==> src/rtl/seg7_display_scan_if.sv <==
// Purpose: bundles the BCD clock/calendar digits, control pulses and display drive of seg7_display_scan.
// Latency: none (wiring only).
// Backpressure: none; the master drives level digits and single-cycle pulses, the slave drives the display.
// Signals:
//   tick_1Hz, mode_btn           one-cycle pulses from the clock top / debouncer
//   sec                          seconds, binary 0-59
//   hr_*, min_*, d_*, m_*, y_*   BCD digits
//   an, seg, dp                  active-low anode, segment {g,f,e,d,c,b,a} and decimal-point drive
//   mode                         00 TIME, 01 DATE, 10 AUTO
`timescale 1ns/1ps
interface seg7_display_scan_if;
  logic       tick_1Hz;
  logic       mode_btn;
  logic [5:0] sec;
  logic [3:0] hr_10s;
  logic [3:0] hr_1s;
  logic [3:0] min_10s;
  logic [3:0] min_1s;
  logic [3:0] d_10s;
  logic [3:0] d_1s;
  logic [3:0] m_10s;
  logic [3:0] m_1s;
  logic [3:0] y_10s;
  logic [3:0] y_1s;
  logic [7:0] an;
  logic [6:0] seg;
  logic       dp;
  logic [1:0] mode;

  // Clock/calendar side: drives digits and pulses, observes the display.
  modport master (
    output tick_1Hz, mode_btn, sec,
    output hr_10s, hr_1s, min_10s, min_1s,
    output d_10s, d_1s, m_10s, m_1s, y_10s, y_1s,
    input  an, seg, dp, mode
  );

  // Display scanner side.
  modport slave (
    input  tick_1Hz, mode_btn, sec,
    input  hr_10s, hr_1s, min_10s, min_1s,
    input  d_10s, d_1s, m_10s, m_1s, y_10s, y_1s,
    output an, seg, dp, mode
  );
endinterface

==> src/rtl/seg7_display_scan.sv <==
// Purpose: time-multiplexes TIME/DATE BCD digits onto an 8-digit common-anode 7-segment display.
// Latency: an/seg/dp follow the digit index by 1 cycle; inputs are snapshotted once per 8-slot frame.
// Backpressure: none; inputs are sampled levels/pulses and the display is free-running.
// Ports:
//   clk_100MHz  system clock
//   reset       synchronous, active-high
//   bus         seg7_display_scan_if.slave: digits, tick_1Hz, mode_btn in; an, seg, dp, mode out
// Optional feature macro: GHOST_BLANK_EN -- when defined, anodes are held off for the first
// BLANK_CYC cycles of every slot to suppress ghosting between neighbouring digits.
`timescale 1ns/1ps
module seg7_display_scan #(
  parameter int CLK_HZ     = 100000000,
  parameter int REFRESH_HZ = 1000,
  parameter int ALT_SEC    = 3,
  parameter int BLANK_CYC  = 2
) (
  input  logic                 clk_100MHz,
  input  logic                 reset,
  seg7_display_scan_if.slave   bus
);

  localparam int DIV = CLK_HZ / REFRESH_HZ;
  localparam int PW  = (DIV > 1) ? $clog2(DIV) : 1;
  localparam int AW  = (ALT_SEC > 1) ? $clog2(ALT_SEC) : 1;

  localparam logic [PW-1:0] PS_MAX  = PW'(DIV - 1);
  localparam logic [AW-1:0] ALT_MAX = AW'(ALT_SEC - 1);

  localparam logic [6:0] SEG_BLANK = 7'b1111111;
  localparam logic [6:0] SEG_DASH  = 7'b0111111;

  typedef enum logic [1:0] {
    MODE_TIME = 2'b00,
    MODE_DATE = 2'b01,
    MODE_AUTO = 2'b10
  } mode_e;

  // One frame's worth of digits, frozen at the 7 -> 0 wrap.
  typedef struct packed {
    logic [5:0] sec;
    logic [3:0] hr_10s;
    logic [3:0] hr_1s;
    logic [3:0] min_10s;
    logic [3:0] min_1s;
    logic [3:0] d_10s;
    logic [3:0] d_1s;
    logic [3:0] m_10s;
    logic [3:0] m_1s;
    logic [3:0] y_10s;
    logic [3:0] y_1s;
  } snap_t;

  // ---------------------------------------------------------------------------
  // Segment decoder: out-of-range nibbles show a dash rather than garbage.
  // ---------------------------------------------------------------------------
  function automatic logic [6:0] bcd_to_seg(input logic [3:0] nib);
    logic [6:0] s;
    case (nib)
      4'd0:    s = 7'b1000000;
      4'd1:    s = 7'b1111001;
      4'd2:    s = 7'b0100100;
      4'd3:    s = 7'b0110000;
      4'd4:    s = 7'b0011001;
      4'd5:    s = 7'b0010010;
      4'd6:    s = 7'b0000010;
      4'd7:    s = 7'b1111000;
      4'd8:    s = 7'b0000000;
      4'd9:    s = 7'b0010000;
      default: s = SEG_DASH;
    endcase
    return s;
  endfunction

  // ---------------------------------------------------------------------------
  // State
  // ---------------------------------------------------------------------------
  logic [PW-1:0] prescaler;
  logic [2:0]    idx;
  logic          active;     // low until the first slot after reset has elapsed
  logic          view_date;  // view latched at slot start so a slot is never glitched
  snap_t         snap;
  snap_t         snap_in;

  mode_e         state, state_nxt;
  logic [AW-1:0] alt_cnt, alt_nxt;
  logic          show_date, show_nxt;

  logic [7:0]    an_r;
  logic [6:0]    seg_r;
  logic          dp_r;

  logic          slot_end;
  logic          ghost_blank;

  assign slot_end = (prescaler == PS_MAX);

  assign snap_in = '{
    sec:     bus.sec,
    hr_10s:  bus.hr_10s,
    hr_1s:   bus.hr_1s,
    min_10s: bus.min_10s,
    min_1s:  bus.min_1s,
    d_10s:   bus.d_10s,
    d_1s:    bus.d_1s,
    m_10s:   bus.m_10s,
    m_1s:    bus.m_1s,
    y_10s:   bus.y_10s,
    y_1s:    bus.y_1s
  };

  // ---------------------------------------------------------------------------
  // Slot timing, digit index and frame snapshot.
  // The first slot_end after reset only arms the scan, so digit 0 gets a full
  // slot before any later digit is shown.
  // ---------------------------------------------------------------------------
  always_ff @(posedge clk_100MHz) begin
    if (reset) begin
      prescaler <= '0;
      idx       <= 3'd0;
      active    <= 1'b0;
      view_date <= 1'b0;
      snap      <= '0;
    end else if (slot_end) begin
      prescaler <= '0;
      view_date <= (state == MODE_DATE) || ((state == MODE_AUTO) && show_date);
      if (!active) begin
        active <= 1'b1;
      end else begin
        idx <= idx + 3'd1;
        if (idx == 3'd7) begin
          snap <= snap_in;
        end
      end
    end else begin
      prescaler <= prescaler + 1'b1;
    end
  end

  // ---------------------------------------------------------------------------
  // Mode FSM with AUTO alternation counter.
  // A mode_btn pulse outranks a coincident tick; outside AUTO the counter and
  // show_date are held at zero.
  // ---------------------------------------------------------------------------
  always_ff @(posedge clk_100MHz) begin
    if (reset) begin
      state     <= MODE_TIME;
      alt_cnt   <= '0;
      show_date <= 1'b0;
    end else begin
      state     <= state_nxt;
      alt_cnt   <= alt_nxt;
      show_date <= show_nxt;
    end
  end

  always_comb begin
    state_nxt = state;
    alt_nxt   = '0;
    show_nxt  = 1'b0;
    case (state)
      MODE_TIME: begin
        if (bus.mode_btn) state_nxt = MODE_DATE;
      end
      MODE_DATE: begin
        if (bus.mode_btn) state_nxt = MODE_AUTO;
      end
      MODE_AUTO: begin
        alt_nxt  = alt_cnt;
        show_nxt = show_date;
        if (bus.mode_btn) begin
          state_nxt = MODE_TIME;
          alt_nxt   = '0;
          show_nxt  = 1'b0;
        end else if (bus.tick_1Hz) begin
          if (alt_cnt == ALT_MAX) begin
            alt_nxt  = '0;
            show_nxt = ~show_date;
          end else begin
            alt_nxt = alt_cnt + 1'b1;
          end
        end
      end
      default: state_nxt = MODE_TIME;
    endcase
  end

  // ---------------------------------------------------------------------------
  // Seconds to two digits by compare/subtract (no divider).
  // ---------------------------------------------------------------------------
  logic       sec_bad;
  logic [3:0] sec_t;
  logic [3:0] sec_o;

  always_comb begin
    sec_bad = (snap.sec > 6'd59);
    sec_t   = 4'd0;
    sec_o   = 4'(snap.sec);
    if (snap.sec >= 6'd50) begin
      sec_t = 4'd5;
      sec_o = 4'(snap.sec - 6'd50);
    end else if (snap.sec >= 6'd40) begin
      sec_t = 4'd4;
      sec_o = 4'(snap.sec - 6'd40);
    end else if (snap.sec >= 6'd30) begin
      sec_t = 4'd3;
      sec_o = 4'(snap.sec - 6'd30);
    end else if (snap.sec >= 6'd20) begin
      sec_t = 4'd2;
      sec_o = 4'(snap.sec - 6'd20);
    end else if (snap.sec >= 6'd10) begin
      sec_t = 4'd1;
      sec_o = 4'(snap.sec - 6'd10);
    end
  end

  // ---------------------------------------------------------------------------
  // Digit selection for the current index.
  // ---------------------------------------------------------------------------
  logic [3:0] sel_nib;
  logic       sel_blank;
  logic       sel_dash;
  logic [6:0] seg_nxt;
  logic       dp_nxt;
  logic [7:0] an_nxt;

  always_comb begin
    sel_nib   = 4'd0;
    sel_blank = 1'b0;
    sel_dash  = 1'b0;
    case (idx)
      3'd5: sel_nib = view_date ? snap.d_10s : snap.hr_10s;
      3'd4: sel_nib = view_date ? snap.d_1s  : snap.hr_1s;
      3'd3: sel_nib = view_date ? snap.m_10s : snap.min_10s;
      3'd2: sel_nib = view_date ? snap.m_1s  : snap.min_1s;
      3'd1: begin
        if (view_date)    sel_nib  = snap.y_10s;
        else if (sec_bad) sel_dash = 1'b1;
        else              sel_nib  = sec_t;
      end
      3'd0: begin
        if (view_date)    sel_nib  = snap.y_1s;
        else if (sec_bad) sel_dash = 1'b1;
        else              sel_nib  = sec_o;
      end
      default: sel_blank = 1'b1;  // d7, d6
    endcase
  end

  assign seg_nxt = sel_blank ? SEG_BLANK : (sel_dash ? SEG_DASH : bcd_to_seg(sel_nib));
  assign dp_nxt  = !((idx == 3'd4) || (idx == 3'd2));
  assign an_nxt  = ~(8'b1 << idx);

`ifdef GHOST_BLANK_EN
  localparam logic [PW-1:0] BLANK_LIM = PW'(BLANK_CYC);
  // prescaler restarts with each new idx, so this covers the slot's opening cycles.
  assign ghost_blank = (prescaler < BLANK_LIM);
`else
  localparam int UNUSED_BLANK_CYC = BLANK_CYC;
  assign ghost_blank = 1'b0;
`endif

  // ---------------------------------------------------------------------------
  // Registered display drive.
  // ---------------------------------------------------------------------------
  always_ff @(posedge clk_100MHz) begin
    if (reset) begin
      an_r  <= 8'hFF;
      seg_r <= SEG_BLANK;
      dp_r  <= 1'b1;
    end else if (!active) begin
      an_r  <= 8'hFF;
      seg_r <= SEG_BLANK;
      dp_r  <= 1'b1;
    end else begin
      an_r  <= ghost_blank ? 8'hFF : an_nxt;
      seg_r <= seg_nxt;
      dp_r  <= dp_nxt;
    end
  end

  assign bus.an   = an_r;
  assign bus.seg  = seg_r;
  assign bus.dp   = dp_r;
  assign bus.mode = state;

endmodule

==> src/flat_wrapper.sv <==
// flat-port wrapper written by rule: the top's interface ports become plain ports
module seg7_display_scan_flat 
#(
  parameter int CLK_HZ     = 100000000,
  parameter int REFRESH_HZ = 1000,
  parameter int ALT_SEC    = 3,
  parameter int BLANK_CYC  = 2
)
  (clk_100MHz, reset, bus_tick_1Hz, bus_mode_btn, bus_sec, bus_hr_10s, bus_hr_1s, bus_min_10s, bus_min_1s, bus_d_10s, bus_d_1s, bus_m_10s, bus_m_1s, bus_y_10s, bus_y_1s, bus_an, bus_seg, bus_dp, bus_mode);
  seg7_display_scan_if bus_i ();
  input  logic clk_100MHz;
  input  logic reset;
  input wire logic [$bits(bus_i.tick_1Hz)-1:0] bus_tick_1Hz;
  input wire logic [$bits(bus_i.mode_btn)-1:0] bus_mode_btn;
  input wire logic [$bits(bus_i.sec)-1:0] bus_sec;
  input wire logic [$bits(bus_i.hr_10s)-1:0] bus_hr_10s;
  input wire logic [$bits(bus_i.hr_1s)-1:0] bus_hr_1s;
  input wire logic [$bits(bus_i.min_10s)-1:0] bus_min_10s;
  input wire logic [$bits(bus_i.min_1s)-1:0] bus_min_1s;
  input wire logic [$bits(bus_i.d_10s)-1:0] bus_d_10s;
  input wire logic [$bits(bus_i.d_1s)-1:0] bus_d_1s;
  input wire logic [$bits(bus_i.m_10s)-1:0] bus_m_10s;
  input wire logic [$bits(bus_i.m_1s)-1:0] bus_m_1s;
  input wire logic [$bits(bus_i.y_10s)-1:0] bus_y_10s;
  input wire logic [$bits(bus_i.y_1s)-1:0] bus_y_1s;
  output wire logic [$bits(bus_i.an)-1:0] bus_an;
  output wire logic [$bits(bus_i.seg)-1:0] bus_seg;
  output wire logic [$bits(bus_i.dp)-1:0] bus_dp;
  output wire logic [$bits(bus_i.mode)-1:0] bus_mode;
  assign bus_i.tick_1Hz = bus_tick_1Hz;
  assign bus_i.mode_btn = bus_mode_btn;
  assign bus_i.sec = bus_sec;
  assign bus_i.hr_10s = bus_hr_10s;
  assign bus_i.hr_1s = bus_hr_1s;
  assign bus_i.min_10s = bus_min_10s;
  assign bus_i.min_1s = bus_min_1s;
  assign bus_i.d_10s = bus_d_10s;
  assign bus_i.d_1s = bus_d_1s;
  assign bus_i.m_10s = bus_m_10s;
  assign bus_i.m_1s = bus_m_1s;
  assign bus_i.y_10s = bus_y_10s;
  assign bus_i.y_1s = bus_y_1s;
  assign bus_an = bus_i.an;
  assign bus_seg = bus_i.seg;
  assign bus_dp = bus_i.dp;
  assign bus_mode = bus_i.mode;
  seg7_display_scan #(.CLK_HZ(CLK_HZ), .REFRESH_HZ(REFRESH_HZ), .ALT_SEC(ALT_SEC), .BLANK_CYC(BLANK_CYC)) u_core (.clk_100MHz(clk_100MHz), .reset(reset), .bus(bus_i));
endmodule
==> config.mk <==
export PLATFORM = sky130hd
export DESIGN_NAME = seg7_display_scan_flat
export DESIGN_NICKNAME = d
export VERILOG_FILES = /design/src/rtl/seg7_display_scan_if.sv /design/src/rtl/seg7_display_scan.sv /design/src/flat_wrapper.sv
export SDC_FILE = /design/constraint.sdc
export NUM_CORES = 1
export LEC_CHECK = 0
export BUFFER_PORTS_ARGS = -buffer_cell sky130_fd_sc_hd__buf_2
export CAP_MARGIN = 40
export CORE_ASPECT_RATIO = 0.7
export CORE_UTILIZATION = 40
export DETAILED_ROUTE_END_ITERATION = 7
export GPL_ROUTABILITY_DRIVEN = 0
export HOLD_SLACK_MARGIN = 0.08
export PLACE_DENSITY = 0.69
export SLEW_MARGIN = 20
export SYNTH_ARGS = -nofsm -noshare
export SYNTH_HDL_FRONTEND = slang
export SYNTH_SLANG_ARGS = --single-unit
==> constraint.sdc <==
create_clock -name clk_100MHz -period 8.25 [get_ports clk_100MHz]
set_input_delay 0.4125 -clock clk_100MHz [delete_from_list [all_inputs] [get_ports clk_100MHz]]
set_output_delay 0.4125 -clock clk_100MHz [all_outputs]
set_load 0.01 [all_outputs]
==> results.yml <==
status:
  outcome: "finished, final reports clean"
logic_synthesis:
  synth.lib_cells_used.distinct: 74
  cell_type_contributing_the_most_total_cell_area_after_synthesis: "sky130_fd_sc_hd__dfxtp_1"
  proportion_of_netlist_area_held_by_the_largest_area_contributor_pct: 40.20
  synthTopCellsByArea: "sky130_fd_sc_hd__dfxtp_1, sky130_fd_sc_hd__nand2_1, sky130_fd_sc_hd__a21oi_1"
  synth.ff_latch_count: 89
  synth_commonest_cells: "sky130_fd_sc_hd__nand2_1, sky130_fd_sc_hd__dfxtp_1, sky130_fd_sc_hd__a21oi_1"
  synth-edff-count: 0
  most_repeated_cell_in_the_gate_level_netlist_after_synthesis: "sky130_fd_sc_hd__nand2_1"
  share_of_the_yosys_chip_area_belonging_to_registers_pct: 40.20
  synth_flop_cell: "sky130_fd_sc_hd__dfxtp_1"
  post_synth.cell_area_avg_sq_um: 8.268
  syn_area_sq_um: 4432
  synth_warnings: 0
  synth-async-reset-ratio_pct: 0
  synthesis.instances: 536
  synth_nets: 605
timing:
  final-max-slew-violation-count: 0
  worst_slew_pin_slew_ps: 688.1
  final_min_period_over_clock_period_pct: 39.67
  period_needed_ps: 3273
  finalHoldViolCount: 0
  clock.fmax_mhz: 305.6
  clock-skew-final_ps: 7.297
  final.setup.tns_ps: 0
  setup_viol_count_final: 0
  setup_repair_after_global_routing_missed_its_margin: "false"
  slew-limit-headroom_pct: 54.06
route:
  postRouteAntennaNets: 0
  dr_total_vias: 3848
  number_of_design_rule_violations_left_by_the_first_detailed_router_iteration: 327
  topRoutingLayerUsed: "met4"
  m1WireLength_mm: 5.529
  drt_first_pass_iters: 4
  drt-wirelength-per-cell_microns: 14.39
  drc: 0
  dr_wl_met3_microns: 574
  vias_per_cell: 5.221
  wirelength_mm: 10.61
  wl_met2_mm: 4.412
critical_path:
  cp-start-kind: "flip-flop"
  max_stage_delay_ps: 770
  path_cells: "inv_1, ha_1, a21boi_0, a22oi_1, o221ai_1, o21ai_0, o41ai_1, and2_1, a211o_1"
  worstPathMaxFanout: 21
  ff2ff_setup_slack_ps: 4980
  timing.critical_path.arrival_ps: 3550
  timing.critical_path.slowest_stage_cell: "sky130_fd_sc_hd__dfxtp_1"
  endpoint_kind: "flip-flop"
  critical_path_class: "flip-flop to flip-flop"
  worst_ep_required_time_ps: 8530
clocking:
  cts_sink_cnt: 89
  clock_latency_ps: 340
  cts_made_buffers: 9
  tritoncts: "yes"
  post-cts-setup-buffer-count: 0
  cts_hold_buf: 0
  clock_tree.root_cell: "sky130_fd_sc_hd__clkbuf_16"
  htree_levels: 3
  cts_buffer_depth: 2
  clk_pin_slew_worst_paths_ps: 60
  count_of_instances_resized_after_the_clock_tree_is_built: 0
die:
  fp.dieW_microns: 127.8
  die_area_sq_um: 11510
  die_height_microns: 90.07
  row_count: 31
  core_area_sq_um: 10550
  floorplan.initialDensity_pct: 42.01
  io-pin-count: 68
finish:
  areaGrowthSynthToFinish_pct: 15.10
  nNetsFinal: 655
  drive_above_1_share_pct: 18.34
  stdcell_count: 737
  num_antenna_cells: 0
global_routing:
  via_count_of_the_first_global_routing_pass: 3573
  grt_usage_pct: 18.93
  grt_pass1_wl_mm: 17.30
  grt_max_degree: 47
  grt_overflow: 0
  grt_antenna_before_repair: 0
power_and_ir_drop:
  vdd_ir_drop_max_v: 0.00009500
  pwr-share-seq_pct: 52.0
  pwr-share-clk_pct: 44.8
  p_sw_share_pct: 21.33
  power.internal_mw: 0.6563
  pwr-share-comb_pct: 3.1
  netSwitchingPower_mw: 0.1779
  power.density_nw_per_um2: 163.5
  report.power.total_mw: 0.8343
  leakage_dissipation_nw: 1.845
hold_path:
  timing.hold.worst.class: "primary input to flip-flop"
placed_design:
  numPlacedInstances: 722
  place.detailed.hpwl_mm: 7.765
  buffer_ports.inserted: 67
job:
  maximum_capacitance_violations: 0
-- cells in the final DEF, fill, tap and decap left out, types with 3 or more instances in the layout --
cell and n:
sky130_fd_sc_hd__nand4_1 6, sky130_fd_sc_hd__and3_1 3, sky130_fd_sc_hd__ha_1 19, sky130_fd_sc_hd__a21o_1 3, sky130_fd_sc_hd__nor2_1 32, sky130_fd_sc_hd__o21ai_0 12, sky130_fd_sc_hd__xnor2_1 7, sky130_fd_sc_hd__nor2b_1 6
sky130_fd_sc_hd__and2_1 7, sky130_fd_sc_hd__nand2b_1 3, sky130_fd_sc_hd__a22oi_1 6, sky130_fd_sc_hd__buf_2 67, sky130_fd_sc_hd__nand2_1 121, sky130_fd_sc_hd__inv_1 14, sky130_fd_sc_hd__nor3_1 5, sky130_fd_sc_hd__o211ai_1 6
sky130_fd_sc_hd__a21oi_1 60, sky130_fd_sc_hd__o2111ai_1 4, sky130_fd_sc_hd__clkbuf_16 9, sky130_fd_sc_hd__nand3b_1 8, sky130_fd_sc_hd__dfxtp_1 89, sky130_fd_sc_hd__nand3_1 12, sky130_fd_sc_hd__mux2_2 5, sky130_fd_sc_hd__xor2_1 9
sky130_fd_sc_hd__a211o_1 4, sky130_fd_sc_hd__or3_1 8
-- kinds of logic after synthesis --
family	Yosys count	synth area share, %
and+or+nand+nor	231	24.96
AOI/OAI and AO/OA	128	19.37
DFF	89	40.20
buffers and inverters	46	5.195
adders and majority gates	19	5.364
xor gates and xnor gates	16	3.162
muxes	7	1.750
-- worst paths after layout --
path / startpoint / endpoint / depth (start not counted)
worst max-delay path: u_core.idx[2] / u_core.bus.seg[0] / 9
worst min-delay path: bus_m_1s[0] / u_core.snap[8] / 3
worst max register to register: u_core.idx[2] / u_core.bus.seg[0] / 9
worst min register to register: u_core.snap[3] / u_core.snap[3] / 2
-- state kept, by name, summed over array words and instances (netlist names) --
register and flops:
u_core.active 1, u_core.alt_cnt 2, u_core.bus.an 8, u_core.bus.dp 1, u_core.bus.mode 2, u_core.bus.seg 7, u_core.idx 3, u_core.prescaler 17
u_core.show_date 1, u_core.snap 46, u_core.view_date 1
-- area by class of cell --
type / count / area, sq um
clock buffer: 11 / 242.7
clock inverter: 3 / 26.28
fill: 1042 / 5449
inverter: 14 / 52.55
multi-input combinational: 401 / 2420
sequential: 89 / 1782
tap: 148 / 185.2
timing repair buffer: 71 / 392.9
-- layer usage --
layer / global-route usage, % / vias up
li1: - / 1957
met1: 27.74 / 1792
met2: 26.68 / 92
met3: 5.595 / 7
met4: 4.804 / 0
met5: 0 / -
-- metrics by stage --
step	setup WS (ps)	hold WS, ps	cell area [sq um]	utilization [%]
2_1_floorplan	5645	417.5	4432	-
3_3_place_gp	5092	429.4	4790	45.40
3_5_place_dp	4989	445.4	4817	45.66
4_1_cts	4966	292.4	5086	48.21
5_1_grt	4761	300.5	5101	48.35
6_report	4977	310.1	5101	48.35
-- critical path, delay by kind of cell, from the launching register on --
kind / cells / cell delay, ps
adder cells (fa/ha/maj): 1 / 340
flip-flops: 1 / 770
AO/OA/AOI/OAI: 6 / 1640
buffers and inverters: 1 / 200
AND/OR/NAND/NOR: 1 / 250
-- power by group through the flow --
stage               clock network (mW)  logic, mW  registers (mW)
floorplan                            0    0.00962           0.444
global placement                     0     0.0237           0.443
detailed placement                   0     0.0260           0.444
CTS                              0.384     0.0263           0.434
global route                     0.403     0.0291           0.434
finish                           0.374     0.0262           0.434
(Power assumes the default switching activity.)
